<file path="config.mk">
export PLATFORM = sky130hd
export DESIGN_NAME = ttt_dot_render
export DESIGN_NICKNAME = d
export VERILOG_FILES = /design/src/rtl/ttt_dot_render_pkg.sv /design/src/rtl/ttt_dot_render_glyph.sv /design/src/rtl/ttt_dot_render.sv
export SDC_FILE = /design/constraint.sdc
export NUM_CORES = 1
export LEC_CHECK = 0
export CELL_PAD_IN_SITES_DETAIL_PLACEMENT = 0
export CELL_PAD_IN_SITES_GLOBAL_PLACEMENT = 1
export CORE_ASPECT_RATIO = 0.5
export CORE_UTILIZATION = 44
export DETAILED_ROUTE_END_ITERATION = 7
export PLACE_DENSITY_LB_ADDON = 0.1
export SLEW_MARGIN = 25
export SYNTH_ARGS = -nofsm -noshare
export SYNTH_HDL_FRONTEND = slang
export SYNTH_SLANG_ARGS = --single-unit
export TNS_END_PERCENT = 50
</file>
<file path="constraint.sdc">
create_clock -name clk -period 5.37 [get_ports clk]
set_clock_uncertainty 0.2 [all_clocks]
set_input_delay 1.074 -clock clk [delete_from_list [all_inputs] [get_ports clk]]
set_output_delay 1.074 -clock clk [all_outputs]
set_load 0.01 [all_outputs]
</file>
<file path="src/rtl/ttt_dot_render_pkg.sv">
// Shared tic-tac-toe definitions: cell encoding, board/matrix geometry and
// small helpers used by the dot-matrix renderer.
package ttt_dot_render_pkg;

    localparam int unsigned BOARD_W  = 18;
    localparam int unsigned DOT_ROWS = 10;
    localparam int unsigned DOT_COLS = 14;
    localparam int unsigned CELLS    = 9;
    localparam int unsigned LAST_ROW = 9;

    typedef enum logic [1:0] {
        CELL_EMPTY = 2'b00,
        CELL_X     = 2'b01,
        CELL_O     = 2'b10,
        CELL_BLANK = 2'b11
    } cell_e;

    typedef struct packed {
        logic [BOARD_W-1:0] board;
        logic               turn;
        logic [CELLS-1:0]   win;
    } snap_t;

    // Glyph lines are MSB-leftmost, but column 0 is the matrix's left edge.
    function automatic logic [2:0] rev3(input logic [2:0] p);
        return {p[0], p[1], p[2]};
    endfunction

    function automatic logic [DOT_COLS-1:0] status_bar(input logic turn,
                                                       input logic [CELLS-1:0] win,
                                                       input logic blink);
        if (win != '0)
            return blink ? '0 : '1;
        return turn ? {6'h3F, 8'h00} : {8'h00, 6'h3F};
    endfunction

endpackage

</file>
<file path="src/rtl/ttt_dot_render_glyph.sv">
// One 3-dot line of a cell glyph (X, O or blank) for a given glyph line.
module ttt_glyph
    import ttt_dot_render_pkg::*;
(
    input  logic [1:0] cell_i,
    input  logic [1:0] line_i,
    input  logic       hide_i,
    output logic [2:0] pat_o
);

    always_comb begin
        pat_o = '0;
        if (!hide_i) begin
            case (cell_e'(cell_i))
                CELL_X:  pat_o = (line_i == 2'd1) ? 3'b010 : 3'b101;
                CELL_O:  pat_o = (line_i == 2'd1) ? 3'b101 : 3'b111;
                default: pat_o = '0;
            endcase
        end
    end

endmodule

</file>
<file path="src/rtl/ttt_dot_render.sv">
// Row-multiplexed renderer for the 10x14 dot matrix: board glyphs, turn
// indicator and blinking winning line, frame-snapshotted to avoid tearing.
module ttt_dot_render
    import ttt_dot_render_pkg::*;
#(
    parameter int unsigned SCAN_DIV     = 12499,
    parameter int unsigned BLINK_FRAMES = 25
) (
    input  logic                clk,
    input  logic                rst,
    input  logic                enable,
    input  logic [BOARD_W-1:0]  board,
    input  logic                turn_o,
    input  logic [CELLS-1:0]    win_mask,
    output logic [DOT_ROWS-1:0] dot_row,
    output logic [DOT_COLS-1:0] dot_col
);

    localparam int unsigned PW = (SCAN_DIV > 0) ? $clog2(SCAN_DIV + 1) : 1;
    localparam int unsigned FW = (BLINK_FRAMES > 1) ? $clog2(BLINK_FRAMES) : 1;

    logic [PW-1:0]       pre_q, pre_d;
    logic [3:0]          row_q, row_d;
    logic [FW-1:0]       frm_q, frm_d;
    logic                blink_q, blink_d;
    snap_t               snap_q, snap_d, live, src;
    logic [DOT_ROWS-1:0] drow_q, drow_d;
    logic [DOT_COLS-1:0] dcol_q, dcol_d;
    logic                tick, frame_start;

    logic [1:0]          line;
    logic [5:0]          row_cells;
    logic [2:0]          row_win;
    logic [2:0]          pat [3];

    assign live        = {board, turn_o, win_mask};
    assign tick        = (pre_q == PW'(SCAN_DIV));
    assign frame_start = tick && (row_q == 4'(LAST_ROW));

    always_comb begin
        pre_d   = tick ? '0 : pre_q + PW'(1);
        row_d   = row_q;
        frm_d   = frm_q;
        blink_d = blink_q;
        snap_d  = snap_q;
        if (tick)
            row_d = (row_q == 4'(LAST_ROW)) ? '0 : row_q + 4'd1;
        if (frame_start) begin
            snap_d = live;
            if (frm_q == FW'(BLINK_FRAMES - 1)) begin
                frm_d   = '0;
                blink_d = ~blink_q;
            end else begin
                frm_d = frm_q + FW'(1);
            end
        end
    end

    // Row 0 is built from the inputs being captured on this very tick.
    assign src = frame_start ? live : snap_q;

    always_comb begin
        if (row_d < 4'd3) begin
            line      = row_d[1:0];
            row_cells = src.board[5:0];
            row_win   = src.win[2:0];
        end else if (row_d < 4'd6) begin
            line      = 2'(row_d - 4'd3);
            row_cells = src.board[11:6];
            row_win   = src.win[5:3];
        end else begin
            line      = 2'(row_d - 4'd6);
            row_cells = src.board[17:12];
            row_win   = src.win[8:6];
        end
    end

    for (genvar g = 0; g < 3; g++) begin : g_cell
        ttt_glyph u_glyph (
            .cell_i (row_cells[2*g +: 2]),
            .line_i (line),
            .hide_i (row_win[g] & blink_d),
            .pat_o  (pat[g])
        );
    end

    always_comb begin
        drow_d = DOT_ROWS'(1) << row_d;
        if (row_d == 4'(LAST_ROW))
            dcol_d = status_bar(src.turn, src.win, blink_d);
        else
            dcol_d = {2'b00, 1'b0, rev3(pat[2]), 1'b0, rev3(pat[1]), 1'b0, rev3(pat[0])};
    end

    always_ff @(posedge clk) begin
        if (rst) begin
            pre_q   <= '0;
            row_q   <= 4'(LAST_ROW);
            frm_q   <= '0;
            blink_q <= 1'b0;
            snap_q  <= '0;
            drow_q  <= '0;
            dcol_q  <= '0;
        end else begin
            pre_q   <= pre_d;
            row_q   <= row_d;
            frm_q   <= frm_d;
            blink_q <= blink_d;
            snap_q  <= snap_d;
            if (!enable) begin
                drow_q <= '0;
                dcol_q <= '0;
            end else if (tick) begin
                drow_q <= drow_d;
                dcol_q <= dcol_d;
            end
        end
    end

    assign dot_row = drow_q;
    assign dot_col = dcol_q;

endmodule

</file>
# Yosys cells after proc, flatten, opt, wreduce, memory -nomap -nowiden
# Cells that the tools add are included.
# W data, S select, Z words.
# word_totals
in_bits	31
n_memories	0
mem_bits_ro	0
regBits	76
latch_bits	0
ram_bits	0
# classes
eq_ne	11
n_div	0
reduce_logical	4
mux	27
addsub	5
n_shift	1
bitwise	5
n_mul	0
magnitude_cmp	2
# ops
cell	count
$mux W14	5
$mux W28	1
$mux W3	6
$pmux W3 S2	3
$add A14 B1 Y14 const B	1
$eq A14 B14 Y1 const B	1
$mux W6	2
$shl A1 B4 Y10 const A	1
$reduce_bool A9 Y1	1
$eq A2 B1 Y1 const B	4
$eq A4 B4 Y1 const B	2
$mux W4	2
$eq A2 B2 Y1 const B	3
$mux W2	3
$add A5 B1 Y5 const B	1
$eq A5 B5 Y1 const B	1
$mux W5	1
$add A4 B1 Y4 const B	1
$lt A4 B2 Y1 const B	1
$lt A4 B3 Y1 const B	1
$mux W1	4
$reduce_or A2 Y1	2
$sub A2 B2 Y2 const B	2
$and A1 B1 Y1	3
other kinds (2)	3

# Longest topological paths before layout
# Gate-level depths: netlist of run 1.
# depth
word_depth	11
depth_mapped	17
depth_no_buf	15

# By module
# A second synthesis of run 1 with hierarchy kept.
# unflattened
hier_cells	454
area_unflattened_um2	3910.0
# by_module_without_submodules
module	seq_area_each_um2	cells_per_inst	area_each_um2	instances
ttt_dot_render	1481.4	418	3636.0	1
ttt_glyph	0.0	12	91.3	3

# Worst setup path after synthesis of run 1
# No wires, ideal clock.
# synth_path
kind	reg-to-reg
startpoint	register pre_q[0]
endpoint	register dcol_q[2] (netlist: dot_col[2])
synth_period_minus_slack_ns	3.684
t_arrival_ns	3.409
t_required_ns	5.095
stages_incl_launch_ff	17
setup_ns	0.075
path_slack_ns	1.686
cell_sequence	dfxtp_1 -> ha_1 -> and4bb_1 -> and4_1 -> buf_6 -> mux2_2 -> inv_1 -> ha_1 -> nor3_1 -> mux2i_4 -> clkbuf_1 -> nor2_1 -> a21oi_1 -> inv_1 -> ha_1 -> or3_1 -> o22ai_1
# synth_via
elab_chain_len	10
elab_cells_between_ends	31
cone_classes	2 x add/sub; 2 x order compare; 5 x eq/ne; 19 x mux; 1 x bitwise; 2 x reduce/logical
# synth_lines
element	line	text
start: declaration	ttt_dot_render.sv:22	logic [PW-1:0] pre_q, pre_d;
start signal: assignment	ttt_dot_render.sv:105	pre_q <= pre_d;
$eq A14 B14 Y1 (*)	ttt_dot_render.sv:37	assign tick = (pre_q == PW'(SCAN_DIV));
$mux W4 (*)	ttt_dot_render.sv:46	if (tick)
via row_d[1]	ttt_dot_render.sv:23	logic [3:0] row_q, row_d;
$lt A4 B3 Y1, or another cell as far along	ttt_dot_render.sv:67	end else if (row_d < 4'd6) begin
$mux W2	ttt_dot_render.sv:67	
$mux W2	ttt_dot_render.sv:63	if (row_d < 4'd3) begin
$eq A2 B1 Y1	ttt_dot_render_glyph.sv:15	CELL_X: pat_o = (line_i == 2'd1) ? 3'b010 : 3'b101;
$mux W3	ttt_dot_render_glyph.sv:15	
$pmux W3 S2	ttt_dot_render_glyph.sv:14	case (cell_e'(cell_i))
$mux W3	ttt_dot_render_glyph.sv:13	if (!hide_i) begin
$mux W14 (*)	ttt_dot_render.sv:89	if (row_d == 4'(LAST_ROW))
end signal: assignment	ttt_dot_render.sv:115	dcol_q <= dcol_d;
end: declaration	ttt_dot_render.sv:28	logic [DOT_COLS-1:0] dcol_q, dcol_d;
# Mark *: on every way through the listed nets, which the timed path passes. The rest lies on a longest branch. The select of a mux whose other input is x is not followed.
# A chain may end at the register's enable or synchronous reset.

# Final worst setup path of run 1
# layout_path
startpoint	register pre_q[0]
endpoint	register dcol_q[9] (netlist: dot_col[9])
# layout_via
elab_chain_len	10
elab_cells_between_ends	32
cone_classes	2 x add/sub; 2 x order compare; 5 x eq/ne; 20 x mux; 1 x bitwise; 2 x reduce/logical
# layout_lines
element	line
$eq A14 B14 Y1 (*)	ttt_dot_render.sv:37
$mux W4 (*)	ttt_dot_render.sv:46
via row_d[0]	ttt_dot_render.sv:23
$lt A4 B3 Y1, or another cell as far along	ttt_dot_render.sv:67
$mux W2	ttt_dot_render.sv:67
$mux W2	ttt_dot_render.sv:63
$eq A2 B1 Y1	ttt_dot_render_glyph.sv:15, ttt_dot_render_glyph.sv:16
$mux W2 or $mux W3 (tied branches)	ttt_dot_render_glyph.sv:16, ttt_dot_render_glyph.sv:15
$pmux W3 S2	ttt_dot_render_glyph.sv:14
$mux W3	ttt_dot_render_glyph.sv:13
$mux W14 (*)	ttt_dot_render.sv:89
# Marked as above.

==> results_dict.tcl, run 1 <==
set metrics [dict create \
    fp.dieH_um 66.07 \
    cts_tree "yes" \
    fmax_ghz 0.2448 \
    num_vias 2950 \
    viasPerCell 5.203 \
    ys_seq_elements 72 \
    rows 22 \
    cts.clk_slew.worst_paths_ns 0.05 \
    place_congestion 0.7924 \
    grt_pass1_vias 2880 \
    synthFlopType "dfxtp_1" \
    required_ns 5.37 \
    synth.area.top_cells "dfxtp_1 (40%), mux2i_1 (9.7%), nor2_1 (7.2%)" \
    post_cts_buffers 0 \
    hp-class "flip-flop to flip-flop" \
    critical_path_class "flip-flop to flip-flop" \
    io_pins 55 \
    die-area_mm2 0.008598 \
    layout.nets 498 \
    synth.avg_cell_area_um2 8.789 \
    grt_pass1_wl_mm 14.46 \
    cts.path.max_buffers 2 \
    worst_slew_pin_slew_ns 0.6345 \
    vdd_ir_drop_max_v 0.0001635 \
    critPathLaunchType "flip-flop" \
    root_buffer "clkbuf_16" \
    synth_top_family_by_area "simple AND/OR/NAND/NOR gates" \
    p_int_mw 0.9447 \
    drv_cap 0 \
    drt_first_iter_violations 193 \
    chipWidth_um 130.1 \
    clk_latency_ns 0.33 \
    fill_cells 702 \
    finalHoldViolations 0 \
    p_sw_mw 0.2403 \
    gr-usage-all-layers_pct 22.34 \
    seq_power_share_pct 45.4 \
    synth_fp_nets 455 \
    synth-edff-count 0 \
    cts_hold_buf 0 \
    antenna_found_initial 0 \
    route.detailed.drc 0 \
    setup_viol 0 \
    yosys.area_share.simple_pct 21.16 \
    slew_viol_final 0 \
    yosysSeqAreaShare_pct 39.90 \
    cts.sinks 72 \
    power_frac_comb_pct 3.3 \
    synth.distinct_cells 50 \
    netlist_area_mm2 0.003612 \
    min_period_over_period_pct 76.07 \
    p_clk_share_pct 51.3 \
    post_cts_resized 0 \
    n_antenna_cell 0 \
    wirelength_mm 8.437 \
    synthMuxAreaShare_pct 11.88 \
    synth-compound-area-share_pct 11.81 \
    finalSetupTns_ns 0 \
    p_per_area_mw_per_mm2 264.5 \
    cts.htree.levels 3 \
    yosysWarnings 0 \
    synth_cells 411 \
    synthXorXnorAreaFrac_pct 5.092 \
    synth_top_cell_by_area "dfxtp_1" \
    wire_per_inst_um 14.88 \
    critPathMaxFanout 19 \
    synthArstFlopShare_pct 0 \
    dpl.hpwl_mm 6.130 \
    grt_start_max_net_pins 39 \
    power_mw 1.185 \
    synth_top_area_share_pct 39.90 \
    post-route-min-period_ns 4.085 \
    ant_nets 0 \
    end_kind "flip-flop" \
    power.static_leakage_nw 1.879 \
    worstPathArrival_ns 4.08 \
    numCtsBuffers 9 \
    grt_setup_unrepaired "false" \
    syn2layout_area_growth_pct 24.00 \
    status "finished clean" \
    overflow 0 \
    synth_fa_ha_area_share_pct 4.503 \
    dr.pass1.iters 4 \
    port_buffers 54 \
    power_switching_share_pct 20.28 \
    coreArea_mm2 0.007625 \
    start_util_pct 47.37 \
    relSlewSlack_pct 56.79 \
    drive_gt1_share_pct 7.843 \
]
[cells by family (layout without fill, tap and decap cells)]
group           count (synthesis)  count (layout)
fa+ha+maj                      13              13
xor+xnor                       21              21
flops                          72              72
compound gates                 68              68
buf+inv                        41              89
mux                            40              40
simple gates                  156             156
[stage by stage]
step | setup slack, ns | hold slack [ns] | utilization, % | area (µm²) | cells
2_1_floorplan | 1.686 | 0.2261 | - | 3612 | 411
3_3_place_gp | 1.485 | 0.2402 | 54.69 | 4170 | 551
3_5_place_dp | 1.335 | 0.2494 | 54.69 | 4170 | 551
4_1_cts | 1.311 | 0.2625 | 58.75 | 4479 | 567
5_1_grt | 0.8302 | 0.2815 | 58.75 | 4479 | 567
6_report | 1.285 | 0.2607 | 58.75 | 4479 | 567
[layer usage]
metal | global-route usage (%) | part of all wire, %
met1 | 32.15 | 53
met2 | 32.71 | 42
met3 | 6.149 | 5.6
met4 | 5.233 | 0
met5 | 0 | 0
[synth_stat cells (3+ instances only)]
| cell type | count |
|---|---|
| a21boi_0 | 3 |
| a21oi_1 | 22 |
| a22oi_1 | 8 |
| a31o_2 | 3 |
| a31oi_1 | 4 |
| and3_1 | 4 |
| buf_2 | 4 |
| buf_4 | 4 |
| buf_6 | 4 |
| clkbuf_1 | 13 |
| dfxtp_1 | 72 |
| ha_1 | 13 |
| inv_1 | 15 |
| mux2_2 | 3 |
| mux2i_1 | 35 |
| nand2_1 | 30 |
| nand2b_1 | 6 |
| nand3_1 | 15 |
| nand4_1 | 4 |
| nor2_1 | 69 |
| nor3_1 | 5 |
| nor4_1 | 3 |
| o21ai_0 | 12 |
| o22ai_1 | 4 |
| or3_1 | 4 |
| xnor2_1 | 9 |
| xor2_1 | 12 |
[worst paths after layout]
| check | slack [ns] | from | cells after the start | end |
|---|---|---|---|---|
| setup / recovery | 1.29 | pre_q[0] | 14 | dot_col[9] |
| setup reg to reg | 1.29 | pre_q[0] | 14 | dot_col[9] |
| hold / removal | 0.26 | pre_q[0] | 1 | pre_q[0] |
| hold reg to reg | 0.26 | pre_q[0] | 1 | pre_q[0] |
[area by class of cell]
class | count | area (µm²) | area share, %
Tap cell | 108 | 135.1 | 3.017
Clock inverter | 4 | 52.55 | 1.173
Sequential cell | 72 | 1441 | 32.18
Inverter | 15 | 56.30 | 1.257
Timing Repair Buffer | 58 | 570.5 | 12.74
Multi-Input combinational cell | 298 | 1967 | 43.91
Clock buffer | 12 | 256.5 | 5.726
[placed cells by master, fill, tap and decap left out, drive strengths merged, types with 3 or more instances in the layout]
master	netlist	final
nor4	3	3
clkinvlp	0	3
clkdlybuf4s50	0	54
xor2	12	12
ha	13	13
mux2	3	3
o22ai	5	5
dfxtp	72	72
a22oi	8	8
o21ai	13	13
buf	13	4
nand2	30	30
a31oi	4	4
nor3	5	5
nand2b	6	6
a21boi	3	3
and3	7	7
a31o	3	3
nand3	15	15
a21oi	22	22
and4	3	3
mux2i	37	37
inv	15	15
clkbuf	13	12
nand4	5	5
xnor2	9	9
nor2	69	69
or3	4	4
[power groups by stage]
| stage | clock network, mW | logic (mW) | registers, mW |
|---|---|---|---|
| after detailed placement | 0 | 0.0397 | 0.549 |
| after global routing | 0.645 | 0.0438 | 0.538 |
| after floorplan | 0 | 0.0125 | 0.549 |
| after CTS | 0.621 | 0.0401 | 0.538 |
| final | 0.607 | 0.0397 | 0.538 |
| after global placement | 0 | 0.0392 | 0.549 |
[worst max-delay path, stage by stage (launching register included)]
cell	delay [ns]
dfxtp_1	0.36
ha_1	0.23
and4bb_1	0.26
nand4_2	0.38
xnor2_1	0.46
ha_1	0.33
nor3_1	0.10
mux2i_4	0.54
nor2_1	0.10
a21oi_1	0.18
inv_1	0.07
ha_1	0.19
and3_2	0.17
o221ai_1	0.25
a21oi_1	0.11
[state kept, by name, indices dropped and copies added (netlist names)]
| signal | cells |
|---|---|
| row_q | 4 |
| snap_q | 28 |
| pre_q | 14 |
| dot_row | 10 |
| dot_col | 10 |
| frm_q | 5 |
| blink_q | 1 |
No activity file was read; power rests on OpenSTA's default activity.
==> inputs of run 2 (changes only) <==
- CORE_UTILIZATION: 44 -> 41
- clock period: 5.37 -> 4.15 ns (I/O delays scaled with it)
==> run 2 against run 1 <==
Effect of this change: first-iteration DRC count increased by 9.3%; critical path depth stayed put; routed wire length up 1.2%; register-to-register slack got worse by 0.97 ns; cell count grew 1.4%; clock power up 29%.
==> results_dict.tcl, run 2 (synthesized netlist as in run 1, its figures left out) <==
set metrics [dict create \
    status "finished clean" \
    slew_viol_final 0 \
    grt_setup_unrepaired "false" \
    finalHoldViolations 0 \
    worstPathArrival_ns 3.89 \
    post_cts_buffers 0 \
    use_met3_pct 6.074 \
    fmax_ghz 0.2610 \
    fin_ws_ns 0.3184 \
    power_mw 1.527 \
    grt_pass1_vias 2798 \
    place_congestion 0.8210 \
    postLayoutCellArea_mm2 0.004518 \
    cp_num_buf_inv 2 \
    fill_cells 757 \
    rows 23 \
    wirelength_mm 8.540 \
    cts.clk_slew.worst_paths_ns 0.06 \
    n_antenna_cell 0 \
    gr-usage-all-layers_pct 20.39 \
    critPathSlowestCell "mux2_2" \
    top_usage_layer "met2" \
    port_buffers 54 \
    largest_register_ffs 28 \
    min_period_over_period_pct 92.33 \
    drt_first_iter_violations 211 \
    p_per_area_mw_per_mm2 338.1 \
    required_ns 4.21 \
    die-area_mm2 0.009212 \
    reg2reg_slack_ns 0.32 \
    dpl_cell_area_mm2 0.004198 \
    post_cts_resized 0 \
    drv_cap 0 \
    viasPerCell 5.167 \
    met1_usage_pct 28.45 \
    cts_tree "yes" \
    post-route-min-period_ns 3.832 \
    relSlewSlack_pct 61.46 \
    crit_top_cell "ha_1" \
    hp-class "flip-flop to flip-flop" \
    coreArea_mm2 0.008259 \
    drive_gt1_share_pct 8.423 \
    dp_cells 558 \
    chipWidth_um 134.7 \
    grt_util_met2_pct 31.12 \
    root_buffer "clkbuf_16" \
    critPathTopFamily "simple AND/OR/NAND/NOR gates" \
    grt_pass1_wl_mm 14.21 \
    setup_viol 0 \
    numCtsBuffers 9 \
    wire_per_inst_um 14.85 \
    fp.dieH_um 68.37 \
    cts.htree.levels 3 \
    antenna_found_initial 0 \
    critical_path_class "flip-flop to flip-flop" \
    vdd_ir_drop_max_v 0.0002203 \
    clk_latency_ns 0.33 \
    syn2layout_area_growth_pct 25.08 \
    cts_hold_buf 0 \
    critPathMaxFanout 13 \
    dr.pass1.iters 5 \
    hold_ws_ns 0.2483 \
    start_util_pct 43.74 \
    layout_common_cells "dfxtp_1 (72), nor2_1 (69), clkdlybuf4s50_1 (54)" \
    layout.nets 502 \
    end_kind "flip-flop" \
    utilization_pct 54.70 \
    place_ws_ns 0.2767 \
    reg_top3 "snap_q: 28 flops, pre_q: 14 flops" \
    num_vias 2971 \
    cts.path.max_buffers 2 \
    layoutNonFillerInstCount 575 \
    power.static_leakage_nw 1.912 \
    worst_slew_pin_slew_ns 0.5742 \
    grt_start_max_net_pins 38 \
    critPathLaunchType "flip-flop" \
    route.detailed.drc 0 \
    dpl.hpwl_mm 6.292 \
    ant_nets 0 \
    finalSetupTns_ns 0 \
    largest_register "snap_q" \
    final_common_cell "dfxtp_1" \
    cts.sinks 72 \
    crit_chain "ha_1, and4bb_1, and4_1, mux2_2, inv_1, ha_1, nor3_1, mux2i_4, buf_12, nor2_1, a21o_1, ha_1, or3_1, o22ai_2" \
    io_pins 55 \
    critPathMaxStageDelay_ns 0.43 \
    overflow 0 \
]
==> run 2: layout make-up <==
cell class,count,area (µm²),area share [%]
Multi-Input combinational cell,298,1967,43.53
Sequential cell,72,1441,31.90
Inverter,15,56.30,1.246
Clock buffer,13,260.3,5.760
Timing Repair Buffer,62,613.1,13.57
Tap cell,112,140.1,3.102
Clock inverter,3,40.04,0.8862
==> run 2: power by group <==
part / switching [mW] / total [mW] / internal, mW
combinational: 0.0209 / 0.0516 / 0.0307
sequential: 0.00227 / 0.696 / 0.694
clock: 0.283 / 0.780 / 0.496
==> run 2: path summary, 6_finish.rpt <==
check	startpoint	to	cells past startpoint
min	dot_row[0]	dot_row[0]	2
max reg2reg	pre_q[0]	dot_col[4]	14
min reg2reg	dot_row[0]	dot_row[0]	2
max	pre_q[0]	dot_col[4]	14
==> run 2: worst register-to-register path: cells and delay by family (launching register included) <==
kind / cells / cell delay [ns]
AND/OR/NAND/NOR: 5 / 1.19
adder cells (fa/ha/maj): 3 / 0.80
multiplexers: 2 / 0.62
flip-flops: 1 / 0.37
AO/OA/AOI/OAI: 2 / 0.32
buffers and inverters: 2 / 0.26
==> run 2: layer usage <==
metal	wire length [µm]	vias up
met4	25	0
met1	4451	1374
met2	3569	78
li1	-	1515
met5	0	-
met3	494	4
